### config.mk
export PLATFORM = sky130hd
export DESIGN_NAME = switch_key_port_flat
export DESIGN_NICKNAME = d
export VERILOG_FILES = /design/src/rtl/switch_key_pkg.sv /design/src/rtl/switch_key_port_if.sv /design/src/rtl/switch_key_port_debounce.sv /design/src/rtl/switch_key_port.sv /design/src/flat_wrapper.sv
export SDC_FILE = /design/constraint.sdc
export NUM_CORES = 1
export LEC_CHECK = 0
export CAP_MARGIN = 10
export CORE_MARGIN = 2
export CORE_UTILIZATION = 40
export DETAILED_ROUTE_END_ITERATION = 7
export SLEW_MARGIN = 20
export SYNTH_ARGS = -nofsm -noshare
export SYNTH_HDL_FRONTEND = slang
export SYNTH_SLANG_ARGS = --single-unit
### constraint.sdc
create_clock -name CLK -period 4.41 [get_ports CLK]
set_input_delay 0.882 -clock CLK [delete_from_list [all_inputs] [get_ports CLK]]
set_output_delay 0.882 -clock CLK [all_outputs]
set_load 0.01 [all_outputs]
### src/rtl/switch_key_pkg.sv
// Shared definitions for the switch/key input port: register offsets,
// default parameters and the address decode helper.
package switch_key_pkg;

  localparam logic [31:0] DEFAULT_BASE_ADDR       = 32'hFFFF_FFF4;
  localparam int          DEFAULT_DEBOUNCE_CYCLES = 50000;

  localparam logic [31:0] OFF_SW_LEVEL  = 32'd0;
  localparam logic [31:0] OFF_KEY_LEVEL = 32'd1;
  localparam logic [31:0] OFF_KEY_EDGE  = 32'd2;

  typedef enum logic [1:0] {
    SEL_SW_LEVEL  = 2'd0,
    SEL_KEY_LEVEL = 2'd1,
    SEL_KEY_EDGE  = 2'd2,
    SEL_NONE      = 2'd3
  } reg_sel_e;

  typedef struct packed {
    logic     hit;
    reg_sel_e sel;
  } decode_t;

  // Map a bus address onto one of the three registers (offset is taken
  // modulo 2^32 so a base near the top of the map still decodes).
  function automatic decode_t decode_addr(input logic [31:0] addr,
                                          input logic [31:0] base);
    logic [31:0] off;
    decode_t     res;
    off = addr - base;
    case (off)
      OFF_SW_LEVEL:  res = '{hit: 1'b1, sel: SEL_SW_LEVEL};
      OFF_KEY_LEVEL: res = '{hit: 1'b1, sel: SEL_KEY_LEVEL};
      OFF_KEY_EDGE:  res = '{hit: 1'b1, sel: SEL_KEY_EDGE};
      default:       res = '{hit: 1'b0, sel: SEL_NONE};
    endcase
    return res;
  endfunction

endpackage

### src/rtl/switch_key_port_if.sv
// CPU data-bus view of the switch/key port: address, write strobe and data
// from the CPU; combinational read data and hit flag back.
interface switch_key_port_if;

  logic [31:0] A;
  logic        WE;
  logic [31:0] D;
  logic [31:0] RD;
  logic        HIT;

  modport master (
    output A, WE, D,
    input  RD, HIT
  );

  modport slave (
    input  A, WE, D,
    output RD, HIT
  );

endinterface

### src/rtl/switch_key_port_debounce.sv
// One input bit: two-flop synchronizer followed by a stable-count debouncer.
// The synchronizer and the debounced level both reset to RESET_LEVEL so a
// line sitting at its idle level through reset produces no change.
module debounce_bit
  import switch_key_pkg::*;
#(
  parameter int   DEBOUNCE_CYCLES = DEFAULT_DEBOUNCE_CYCLES,
  parameter logic RESET_LEVEL     = 1'b0
) (
  input  logic clk,
  input  logic rst_n,
  input  logic raw,
  output logic level
);

  localparam int            CW       = $clog2(DEBOUNCE_CYCLES + 1);
  localparam logic [CW-1:0] CNT_LAST = CW'(DEBOUNCE_CYCLES - 1);

  logic [1:0]    sync_r;
  logic [CW-1:0] cnt_r;
  logic          level_r;

  // Synchronize the raw line, count consecutive differing cycles, and accept
  // the new level once it has differed for DEBOUNCE_CYCLES cycles in a row.
  always_ff @(posedge clk or negedge rst_n) begin
    if (!rst_n) begin
      sync_r  <= {2{RESET_LEVEL}};
      cnt_r   <= {CW{1'b0}};
      level_r <= RESET_LEVEL;
    end else begin
      sync_r <= {sync_r[0], raw};
      if (sync_r[1] == level_r) begin
        cnt_r <= {CW{1'b0}};
      end else if (cnt_r == CNT_LAST) begin
        level_r <= sync_r[1];
        cnt_r   <= {CW{1'b0}};
      end else begin
        cnt_r <= cnt_r + CW'(1);
      end
    end
  end

  assign level = level_r;

endmodule

### src/rtl/switch_key_port.sv
// Memory-mapped input port: debounced slide switches, debounced push-buttons
// (reported as 1 = pressed) and sticky write-1-to-clear press flags, read
// back combinationally in the same bus cycle.
module switch_key_port
  import switch_key_pkg::*;
#(
  parameter logic [31:0] BASE_ADDR       = DEFAULT_BASE_ADDR,
  parameter int          N_SW            = 10,
  parameter int          N_KEY           = 4,
  parameter int          DEBOUNCE_CYCLES = DEFAULT_DEBOUNCE_CYCLES
) (
  input  logic              CLK,
  input  logic              RST_N,
  switch_key_port_if.slave  bus,
  input  logic [N_SW-1:0]   SW,
  input  logic [N_KEY-1:0]  KEY
);

  logic [N_SW-1:0]  sw_db_s;
  logic [N_KEY-1:0] key_raw_db_s;
  logic [N_KEY-1:0] key_db_s;
  logic [N_KEY-1:0] key_prev_r;
  logic [N_KEY-1:0] edge_r;
  logic [N_KEY-1:0] key_set_s;
  logic [N_KEY-1:0] key_clr_s;
  logic [31:0]      rd_s;
  decode_t          dec_s;
  logic             unused_d_s;

  for (genvar i = 0; i < N_SW; i++) begin : g_sw
    debounce_bit #(
      .DEBOUNCE_CYCLES (DEBOUNCE_CYCLES),
      .RESET_LEVEL     (1'b0)
    ) u_db (
      .clk   (CLK),
      .rst_n (RST_N),
      .raw   (SW[i]),
      .level (sw_db_s[i])
    );
  end

  // Keys are debounced on the raw active-low line (idle = 1) and inverted
  // afterwards, so a released button reads 0 straight out of reset.
  for (genvar i = 0; i < N_KEY; i++) begin : g_key
    debounce_bit #(
      .DEBOUNCE_CYCLES (DEBOUNCE_CYCLES),
      .RESET_LEVEL     (1'b1)
    ) u_db (
      .clk   (CLK),
      .rst_n (RST_N),
      .raw   (KEY[i]),
      .level (key_raw_db_s[i])
    );
  end

  assign key_db_s = ~key_raw_db_s;

  // Only the low N_KEY data bits act as clear mask; fold the rest away.
  assign unused_d_s = ^bus.D;

  // Decode the bus address to a register select.
  always_comb begin
    dec_s = decode_addr(bus.A, BASE_ADDR);
  end

  // Press detection and the write-1-to-clear mask for the flag register.
  always_comb begin
    key_set_s = key_db_s & ~key_prev_r;
    if (bus.WE && (dec_s.sel == SEL_KEY_EDGE)) begin
      key_clr_s = bus.D[N_KEY-1:0];
    end else begin
      key_clr_s = {N_KEY{1'b0}};
    end
  end

  // Track the previous debounced key level and update sticky press flags;
  // a press arriving with a clear of the same bit keeps the flag set.
  always_ff @(posedge CLK or negedge RST_N) begin
    if (!RST_N) begin
      key_prev_r <= {N_KEY{1'b0}};
      edge_r     <= {N_KEY{1'b0}};
    end else begin
      key_prev_r <= key_db_s;
      edge_r     <= (edge_r & ~key_clr_s) | key_set_s;
    end
  end

  // Combinational read mux; unmapped addresses return zero.
  always_comb begin
    rd_s = 32'd0;
    case (dec_s.sel)
      SEL_SW_LEVEL:  rd_s = 32'(sw_db_s);
      SEL_KEY_LEVEL: rd_s = 32'(key_db_s);
      SEL_KEY_EDGE:  rd_s = 32'(edge_r);
      default:       rd_s = 32'd0;
    endcase
  end

  assign bus.RD  = rd_s;
  assign bus.HIT = dec_s.hit;

endmodule

### src/flat_wrapper.sv
// flat-port wrapper written by rule: the top's interface ports become plain ports
module switch_key_port_flat import switch_key_pkg::*;
#(
  parameter logic [31:0] BASE_ADDR       = DEFAULT_BASE_ADDR,
  parameter int          N_SW            = 10,
  parameter int          N_KEY           = 4,
  parameter int          DEBOUNCE_CYCLES = DEFAULT_DEBOUNCE_CYCLES
)
  (CLK, RST_N, SW, KEY, bus_A, bus_WE, bus_D, bus_RD, bus_HIT);
  switch_key_port_if bus_i ();
  input  logic CLK;
  input  logic RST_N;
  input  logic [N_SW-1:0] SW;
  input  logic [N_KEY-1:0] KEY;
  input wire logic [$bits(bus_i.A)-1:0] bus_A;
  input wire logic [$bits(bus_i.WE)-1:0] bus_WE;
  input wire logic [$bits(bus_i.D)-1:0] bus_D;
  output wire logic [$bits(bus_i.RD)-1:0] bus_RD;
  output wire logic [$bits(bus_i.HIT)-1:0] bus_HIT;
  assign bus_i.A = bus_A;
  assign bus_i.WE = bus_WE;
  assign bus_i.D = bus_D;
  assign bus_RD = bus_i.RD;
  assign bus_HIT = bus_i.HIT;
  switch_key_port #(.BASE_ADDR(BASE_ADDR), .N_SW(N_SW), .N_KEY(N_KEY), .DEBOUNCE_CYCLES(DEBOUNCE_CYCLES)) u_core (.CLK(CLK), .RST_N(RST_N), .bus(bus_i), .SW(SW), .KEY(KEY));
endmodule
==> results by group, run 1 <==
Run status
  – Status: complete, no violations

Clock tree
  – Worst-Skew Late Latency: 560 ps
  – # hold bufs at CTS: 0
  – Number of buffers created by CTS: 30
  – H-tree depth: 1
  – Maximum clock path buffer count: 3
  – Clock root buffer: clkbuf_16
  – CTS tree: yes
  – CTS clk-pin slew, worst paths: 60 ps
  – CTS sink count: 274

Route
  – DR vias/cell: 4.99
  – DR WL/cell: 14.0 um
  – Final WL: 24800 um
  – Detailed Routing Iterations Pass 1: 4
  – Post-route ant nets: 0
  – DRC viols: 0
  – Total number of vias: 8865
  – Starting DRC count in detailed routing: 486

Synth
  – Post-synthesis mux area share: 1.84%
  – Synth top area share: 50.5%
  – EDFF count, synth: 0
  – Largest family of logic cells by synthesized area: simple AND/OR/NAND/NOR gates
  – Synth Cell Area: 0.0130 mm^2
  – Top cells by count, synth: nor2_1 (263), dfrtp_1 (262), xor2_1 (115), xnor2_1 (97), nand3_1 (77)
  – Simple-Gate Fraction of Synth Area: 25.3%
  – Register area share after synthesis: 53.0%
  – Most common cell in the netlist: nor2_1
  – Top post-synthesis cells by area: dfrtp_1 (51%), xor2_1 (7.8%), nor2_1 (7.6%), xnor2_1 (6.5%), and3_1 (3.2%)
  – Post-Synth XOR/XNOR Area: 14.3%
  – Post-Syn Area per Cell: 10.2 um^2
  – Main synth FF type: dfrtp_1
  – Synthesized instance count: 1269
  – Leading area contributor after synthesis: dfrtp_1
  – Warnings from Yosys: 0
  – Post-synthesis adder-cell area fraction: 1.35%
  – Post-synthesis compound-gate area fraction: 1.22%
  – Async set or reset register ratio after synthesis: 100%
  – Number of distinct library cells after synthesis: 47
  – Yosys reg bits: 274

Global route
  – Global Route met1 Usage: 22.0%
  – Gr usage total: 15.3%
  – Vias in the first global route: 8940
  – Layer with the highest usage: met2
  – GR Util met2: 24.4%
  – GRT met3 Usage: 2.51%
  – Grt total ovfl: 0
  – Initial antenna violation count: 0
  – Global-route wire length before repair: 43500 um
  – Pin count of the biggest net entering global routing: 111

Timing
  – Final Hold Fails: 0
  – Final Cycle Share: 97.8%
  – F_max: 232 MHz
  – Final Skew: 24.6 ps
  – Max-slew headroom: 42.9%
  – Number of setup violations in the final report: 0
  – Period minus WS final: 4310 ps
  – Slew Limit Fails: 0
  – Final hold slack: 345 ps
  – Tightest Pin Transition: 857 ps

Floorplan
  – Die W: 184 um
  – Height of the die: 184 um
  – Die area: 0.0339 mm^2
  – Core Area: 0.0317 mm^2
  – Initial Utilization: 40.9%
  – IO Count: 114
  – Row cnt: 65

Min path
  – Worst min path class: register to register
  – Worst Hold Launch: u_core.g_sw[1].u_db.sync_r[0]
  – Hold Path Sink: u_core.g_sw[1].u_db.sync_r[1]
  – Hold depth: 0

Worst setup path
  – CP Data Required Time: 3530 ps
  – Reg2Reg Depth: 5
  – Slowest stage delay, CP: 580 ps
  – Crit. End Element: primary output
  – Setup crit start: bus_A[9]
  – Worst setup SP type: input port
  – Worst path cell trace: clkdlybuf4s50_1 -> nand4_4 -> or4_4 -> mux2i_2 -> or4_4 -> buf_8 -> a2111oi_4 -> buf_2
  – Arr. time, crit path: 3430 ps
  – Worst path slowest cell: or4_4
  – Worst path bufs/invs: 3
  – Reg2Reg Setup Slack: 2630 ps
  – Delay-heaviest family, CP: simple AND/OR/NAND/NOR gates
  – Worst R2R End: u_core.g_sw[7].u_db.cnt_r[12]
  – CP Class: input port to primary output
  – CP dominant cell by count: or4_4
  – Worst flop-to-flop path startpoint: u_core.g_sw[7].u_db.cnt_r[0]
  – Max Fanout on Critical Path: 8

Final layout
  – Final core occ: 47.7%
  – Share of layout cells above drive strength 1: 10.4%
  – Area delta synth->final: 16.7%
  – Antenna cells: 0
  – Fin nets: 1450

Pwr
  – VDD IR-drop max: 0.000315 V
  – Power Density: 348 mW/mm^2
  – Final Power: 5.27 mW
  – Pleak: 6.76 nW

Flow run
  – MaxCap Viol Count: 0

Placement
  – IO buf count: 63
  – Routability Congestion: 0.801
  – Hpwl dp: 16700 um
area by class of cell:
type / instances / area [um^2]
clock buffers: 47 / 905
multi-input cells: 938 / 5860
repair buffers: 99 / 900
clock inverters: 4 / 58.8
inverters: 12 / 45.0
flip-flops and latches: 274 / 6870
fillers: 2955 / 16600
well taps: 402 / 503
placed cells by master, fill, tap and decap left out, drive strengths merged, types with 14 or more instances in the layout:
master / instances
xor2: 115
nor4b: 14
conb: 22
ha: 14
dfrtp: 262
buf: 48
xnor2: 97
and3: 67
nand3: 77
clkbuf: 47
and4: 25
nand4: 46
nand2: 73
clkdlybuf4s50: 44
nor4: 15
nor2: 263
nor3: 34
mux2: 15
where the power goes:
part / switching [mW] / internal, mW
Combinational: 0.145 / 0.0980
Clock: 0.985 / 1.45
Sequential: 0.0290 / 2.56
Total: 1.16 / 4.11
repair_timing:
| action | in CTS | in global routing |
|---|---|---|
| gates cloned | 0 | 0 |
| setup endpoints to repair | 11 | 10 |
| setup buffers | 1 | 0 |
| pin swaps | 0 | 4 |
| resized for setup | 50 | 17 |
metal layers:
layer | share of wire [%] | up-vias
met5 | 0 | -
met4 | 2.1 | 0
met3 | 3.3 | 38
met2 | 44 | 116
met1 | 50 | 4293
li1 | - | 4418
kinds of logic (layout without fill, tap and decap cells):
| group | Yosys count | in the layout |
|---|---|---|
| other cells | 1 | 22 |
| flops | 274 | 274 |
| fa+ha+maj | 14 | 14 |
| compound gates | 21 | 21 |
| xor+xnor | 212 | 212 |
| mux | 22 | 22 |
| simple gates | 647 | 647 |
| buf+inv | 78 | 162 |
registers in the layout (all words and copies together), names as in the netlist:
register / cells
u_core.edge_r: 4
u_core.g_key.u_db.cnt_r: 64
u_core.g_key.u_db.level: 4
u_core.g_key.u_db.sync_r: 8
u_core.g_sw.u_db.cnt_r: 160
u_core.g_sw.u_db.level: 10
u_core.g_sw.u_db.sync_r: 20
u_core.key_prev_r: 4
stage by stage:
step                cells  TNS [ps]  area, um^2  setup WS [ps]
detailed placement   1724     -5350       14100           -531
global placement     1724     -5200       14100           -540
finish               1776         0       15100           96.8
global route         1776     -9.25       15100          -9.25
CTS                  1776         0       15100           4.67
floorplan            1290         0       13100            580
worst max-delay path by stage:
stage,to,cells past startpoint,slack (ps)
6_report,bus_HIT,8,100
5_1_grt,bus_HIT,8,-9
4_1_cts,bus_RD[2],8,5
3_5_place_dp,bus_HIT,8,-530
3_3_place_gp,bus_HIT,8,-540
2_1_floorplan,bus_RD[0],6,580
(Power assumes the default switching activity.)
==> inputs of run 2 (changes only) <==
clock period = 4.5 ns   (was 4.41 ns; I/O delays follow)
==> run 2 against run 1 <==
  * Routed wire length decreased by 2.4%
  * Die area unchanged
  * Register-to-register slack improved by 130 ps
  * Via count decreased by 0.71%
  * Combinational power decreased by 5%
  * Setup slack got worse by 49 ps
  * Highest routed layer unchanged
==> results by group, run 2 (synthesized netlist as in run 1, its figures left out) <==
Floorplan
  – Initial Utilization: 40.9%
  – Row cnt: 65
  – Die W: 184 um
  – Height of the die: 184 um
  – Die area: 0.0339 mm^2
  – Core Area: 0.0317 mm^2
  – IO Count: 114

Clock tree
  – Maximum clock path buffer count: 3
  – H-tree depth: 1
  – CTS sink count: 274
  – Number of buffers created by CTS: 30
  – # hold bufs at CTS: 0
  – CTS clk-pin slew, worst paths: 60 ps
  – CTS tree: yes
  – Worst-Skew Late Latency: 540 ps
  – Clock root buffer: clkbuf_16

Route
  – Final WL: 24300 um
  – Total number of vias: 8802
  – DR WL/cell: 13.6 um
  – DR vias/cell: 4.94
  – Detailed Routing Iterations Pass 1: 4
  – Post-route ant nets: 0
  – Starting DRC count in detailed routing: 411
  – DRC viols: 0

Min path
  – Worst min path class: register to register

Final layout
  – Largest registers: u_core.g_sw.u_db.cnt_r x160, u_core.g_key.u_db.cnt_r x64, u_core.g_sw.u_db.sync_r x20
  – Antenna cells: 0
  – Share of layout cells above drive strength 1: 10.9%
  – Commonest non-fill, non-tap cell in the layout: nor2_1
  – Largest register by flop count: u_core.g_sw.u_db.cnt_r
  – Commonest non-fill, non-tap cells in the layout: nor2_1 (263), dfrtp_1 (262), xor2_1 (115)
  – Finished Layout Cells: 1782
  – Fin nets: 1451
  – Max reg flops: 160
  – Area delta synth->final: 17.2%
  – Final core occ: 47.9%

Timing
  – Final Hold Fails: 0
  – F_max: 225 MHz
  – Post-route setup slack: 47.5 ps
  – Tightest Pin Transition: 890 ps
  – Period minus WS final: 4450 ps
  – RSZ-0062 raised after global routing: yes
  – Setup TNS: 0 ps
  – Slew Limit Fails: 0
  – Final Skew: 12.9 ps
  – Number of setup violations in the final report: 0
  – Max-slew headroom: 40.7%
  – Final Cycle Share: 98.9%

Flow run
  – MaxCap Viol Count: 0

Worst setup path
  – Max Fanout on Critical Path: 5
  – Worst setup SP type: input port
  – Delay-heaviest family, CP: simple AND/OR/NAND/NOR gates
  – Slowest stage delay, CP: 580 ps
  – CP Class: input port to primary output
  – Crit. End Element: primary output
  – Worst path cell trace: clkdlybuf4s50_1 -> nand4_2 -> or4_4 -> mux2i_1 -> or4_1 -> buf_6 -> nor4_4 -> buf_4 -> clkdlybuf4s15_2
  – Worst path bufs/invs: 4
  – CP Data Required Time: 3600 ps
  – Worst path slowest cell: or4_4
  – Arr. time, crit path: 3550 ps

Global route
  – Grt total ovfl: 0
  – Initial antenna violation count: 0
  – Gr usage total: 15.0%
  – Global-route wire length before repair: 42600 um
  – Vias in the first global route: 9000
  – Pin count of the biggest net entering global routing: 113

Placement
  – Hpwl dp: 16500 um
  – Number of instances in the placed design: 1725
  – IO buf count: 63
  – Place WS: -524 ps
  – Routability Congestion: 0.782

Pwr
  – Final Power: 5.39 mW
  – Pleak: 6.76 nW
  – VDD IR-drop max: 0.000283 V
  – Power Density: 354 mW/mm^2

Run status
  – Status: complete, no violations
-- run 2: cell types whose count changed in the layout (fill, tap and decap cells not counted), sizes merged --
cell / change
clkbuf: -8
dlygate4sd2: +1
clkdlybuf4s15: +2
clkinv: +8
buf: -2
clkdlybuf4s50: +5
dlymetal6s2s: -6
bufinv: +4
clkinvlp: +2
-- run 2: timing repair --
| action | in CTS | in global routing |
|---|---|---|
| buffers inserted | 0 | 1 |
| resized for setup | 40 | 6 |
| setup endpoints to repair | 11 | 11 |
| cloned | 0 | 0 |
| pin swaps | 3 | 3 |
-- run 2: report_power, final --
group	internal (mW)	switching (mW)	total (mW)
sequential	2.51	0.0285	2.54
clock	1.62	0.995	2.62
combinational	0.0946	0.137	0.232
-- run 2: worst paths after layout --
path | from | to | slack [ps] | depth (start not counted)
worst max-delay path | bus_A[4] | bus_RD[4] | 50 | 9
worst min-delay path | u_core.g_sw[8].u_db.sync_r[0] | u_core.g_sw[8].u_db.sync_r[1] | 350 | 0
worst max register to register | u_core.g_sw[7].u_db.cnt_r[0] | u_core.g_sw[7].u_db.cnt_r[14] | 2760 | 5
worst min register to register | u_core.g_sw[8].u_db.sync_r[0] | u_core.g_sw[8].u_db.sync_r[1] | 350 | 0
max in group asynchronous | RST_N | u_core.g_key[1].u_db.level | 3070 | 2
min in group asynchronous | RST_N | u_core.g_sw[6].u_db.cnt_r[8] | 370 | 1
-- run 2: layer usage --
layer,vias up,track usage [%],routed length [um]
li1,4434,-,-
met1,4222,20.9,12100
met2,116,24.6,11000
met3,30,2.47,892
met4,0,3.26,344
met5,-,0,0
-- run 2: per-stage QoR --
stage | hold WS, ps | instance area, um^2
6_report | 346 | 15200
5_1_grt | 353 | 15200
4_1_cts | 350 | 15200
3_5_place_dp | 336 | 14100
3_3_place_gp | 334 | 14100
2_1_floorplan | 331 | 13100
-- run 2: final cells by class --
| class | count | area, um^2 |
|---|---|---|
| clock buffers | 38 | 852 |
| clock inverters | 18 | 223 |
| fillers | 2980 | 16500 |
| inverters | 12 | 45.0 |
| multi-input cells | 938 | 5820 |
| flip-flops and latches | 274 | 6870 |
| well taps | 402 | 503 |
| repair buffers | 100 | 896 |
==> inputs of run 3 (changes only) <==
--- a/config.mk
+++ b/config.mk
@@ -10,4 +10,5 @@
 export CORE_UTILIZATION = 40
 export DETAILED_ROUTE_END_ITERATION = 7
+export PLACE_DENSITY_LB_ADDON = 0.08
 export SLEW_MARGIN = 20
 export SYNTH_ARGS = -nofsm -noshare
==> constraint.sdc (replaced) <==
create_clock -name CLK -period 4.5 [get_ports CLK]
set_input_delay 0.675 -clock CLK [delete_from_list [all_inputs] [get_ports CLK]]
set_output_delay 0.675 -clock CLK [all_outputs]
set_load 0.01 [all_outputs]
==> run 3 against run 2 <==
  * Utilization fell by 0.56 points
  * Sequential share of layout area rose by 0.53 points
  * Routed wire length rose by 4.2%
  * Non-clock buffer count fell by 23
  * Sequential power barely moved
  * First-iteration DRC count fell by 2.2%
  * Register-to-register slack barely moved
  * Clock power fell by 2%
  * Sequential cell count did not move
  * Clock skew barely moved
  * Final area fell by 1.2%
==> results by group, run 3 (synthesized netlist as in run 1, its figures left out) <==
Worst setup path
  – Worst path cell trace: clkdlybuf4s50_1 -> nand4_2 -> or4_4 -> mux2i_1 -> or4_1 -> buf_4 -> nor4_2 -> dlygate4sd2_1
  – CP Data Required Time: 3830 ps
  – Arr. time, crit path: 3570 ps
  – Worst flop-to-flop path startpoint: u_core.g_key[2].u_db.cnt_r[0]
  – Reg2Reg Setup Slack: 2750 ps
  – Worst setup SP type: input port
  – Reg2Reg Depth: 5
  – CP Class: input port to primary output
  – Max Fanout on Critical Path: 5
  – Slowest stage delay, CP: 590 ps
  – Worst R2R End: u_core.g_key[2].u_db.cnt_r[2]
  – Worst path slowest cell: or4_1
  – Crit. End Element: primary output

Clock tree
  – Number of buffers created by CTS: 34
  – Setup Buffers After CTS: 0
  – CTS tree: yes
  – Clock root buffer: clkbuf_16
  – CTS sink count: 274
  – Worst-Skew Late Latency: 500 ps
  – CTS clk-pin slew, worst paths: 60 ps
  – H-tree depth: 2
  – Maximum clock path buffer count: 3

Placement
  – Hpwl dp: 17000 um
  – Place WS: -75.7 ps
  – IO buf count: 63
  – Routability Congestion: 0.771

Timing
  – RSZ-0062 raised after global routing: no
  – Max-slew headroom: 34.0%
  – Post-route setup slack: 259 ps
  – Tightest Pin Transition: 991 ps
  – F_max: 236 MHz
  – Number of setup violations in the final report: 0
  – Slew Limit Fails: 0
  – Final Hold Fails: 0
  – Period minus WS final: 4240 ps
  – Final Cycle Share: 94.3%
  – Setup TNS: 0 ps
  – Final Skew: 13.0 ps

Pwr
  – Pleak: 6.71 nW
  – Power Density: 355 mW/mm^2
  – VDD IR-drop max: 0.000189 V

Floorplan
  – Row cnt: 65
  – Core Area: 0.0317 mm^2
  – Height of the die: 184 um
  – IO Count: 114
  – Die W: 184 um
  – Die area: 0.0339 mm^2
  – Initial Utilization: 40.9%

Route
  – Detailed Routing Iterations Pass 1: 4
  – Starting DRC count in detailed routing: 402
  – DR WL/cell: 14.3 um
  – DRC viols: 0
  – DR vias/cell: 4.97
  – Total number of vias: 8774
  – Post-route ant nets: 0
  – Final WL: 25300 um

Final layout
  – Commonest non-fill, non-tap cells in the layout: nor2_1 (263), dfrtp_1 (262), xor2_1 (115)
  – Commonest non-fill, non-tap cell in the layout: nor2_1
  – Share of layout cells above drive strength 1: 8.30%
  – Max reg flops: 160
  – Fin nets: 1432
  – Largest register by flop count: u_core.g_sw.u_db.cnt_r
  – Area delta synth->final: 15.8%
  – Antenna cells: 0
  – Largest registers: u_core.g_sw.u_db.cnt_r x160, u_core.g_key.u_db.cnt_r x64, u_core.g_sw.u_db.sync_r x20

Global route
  – Initial antenna violation count: 0
  – Pin count of the biggest net entering global routing: 126
  – Vias in the first global route: 8859
  – Grt total ovfl: 0
  – Gr usage total: 15.8%
  – Global-route wire length before repair: 44000 um

Run status
  – Status: complete, no violations

Flow run
  – MaxCap Viol Count: 0

Min path
  – Worst min path class: input port to asynchronous set/reset pin
run 3: cell count changes in the layout (fill, tap and decap cells not counted), sizes merged, moves of 3 or more:
cell and delta:
buf -31, bufinv -5, clkbuf +16, clkinv -5
clkinvlp -3, dlygate4sd2 +4, dlymetal6s2s +5
run 3: worst max-delay path by stage:
| stage | cells past startpoint | startpoint | to |
|---|---|---|---|
| finish | 8 | bus_A[4] | bus_RD[0] |
| floorplan | 6 | bus_A[11] | bus_RD[0] |
| detailed placement | 8 | bus_A[11] | bus_RD[1] |
| global route | 8 | bus_A[11] | bus_RD[0] |
| CTS | 8 | bus_A[11] | bus_RD[7] |
| global placement | 8 | bus_A[11] | bus_RD[1] |
run 3: stage by stage:
step	cell area (um^2)	instances	hold slack [ps]	total power, mW	util (%)
floorplan	13100	1290	331	2.69	-
global placement	14000	1703	333	2.81	44.0
detailed placement	14000	1703	335	2.82	44.0
CTS	15000	1764	319	5.44	47.3
global route	15000	1764	353	5.58	47.4
finish	15000	1764	214	5.34	47.4
run 3: what timing repair did:
| action | 4_1_cts | 5_1_grt |
|---|---|---|
| cloned | 0 | 0 |
| pin swaps | 0 | 0 |
| endpoints found under the hold margin | 0 | 0 |
| resized for setup | 6 | 5 |
| hold buffers | 0 | 0 |
| endpoints found under the setup margin | 6 | 5 |
run 3: power breakdown:
part | internal [mW] | total (mW) | switching, mW | leakage, nW
combinational | 0.0868 | 0.226 | 0.140 | 2.52
sequential | 2.51 | 2.54 | 0.0280 | 3.66
clock | 1.56 | 2.57 | 1.01 | 0.527
run 3: layout make-up:
cell class                 count  area, um^2
fill                        2994       16700
sequential                   274        6870
multi-input combinational    938        5800
clock buffer                  55        1030
timing repair buffer          77         746
tap                          402         503
inverter                      12        45.0
clock inverter                 6        33.8
run 3: worst max-delay path: cells and delay by family:
family | cells | cell delay [ps]
and+or+nand+nor | 4 | 1670
buffers and inverters | 3 | 1070
muxes | 1 | 160
run 3: metal layers:
layer | vias up | global-route usage, % | routed length (um)
met5 | - | 0 | 0
met4 | 0 | 4.32 | 517
met3 | 40 | 2.53 | 793
met1 | 4230 | 22.6 | 12700
li1 | 4388 | - | -
met2 | 116 | 25.0 | 11300
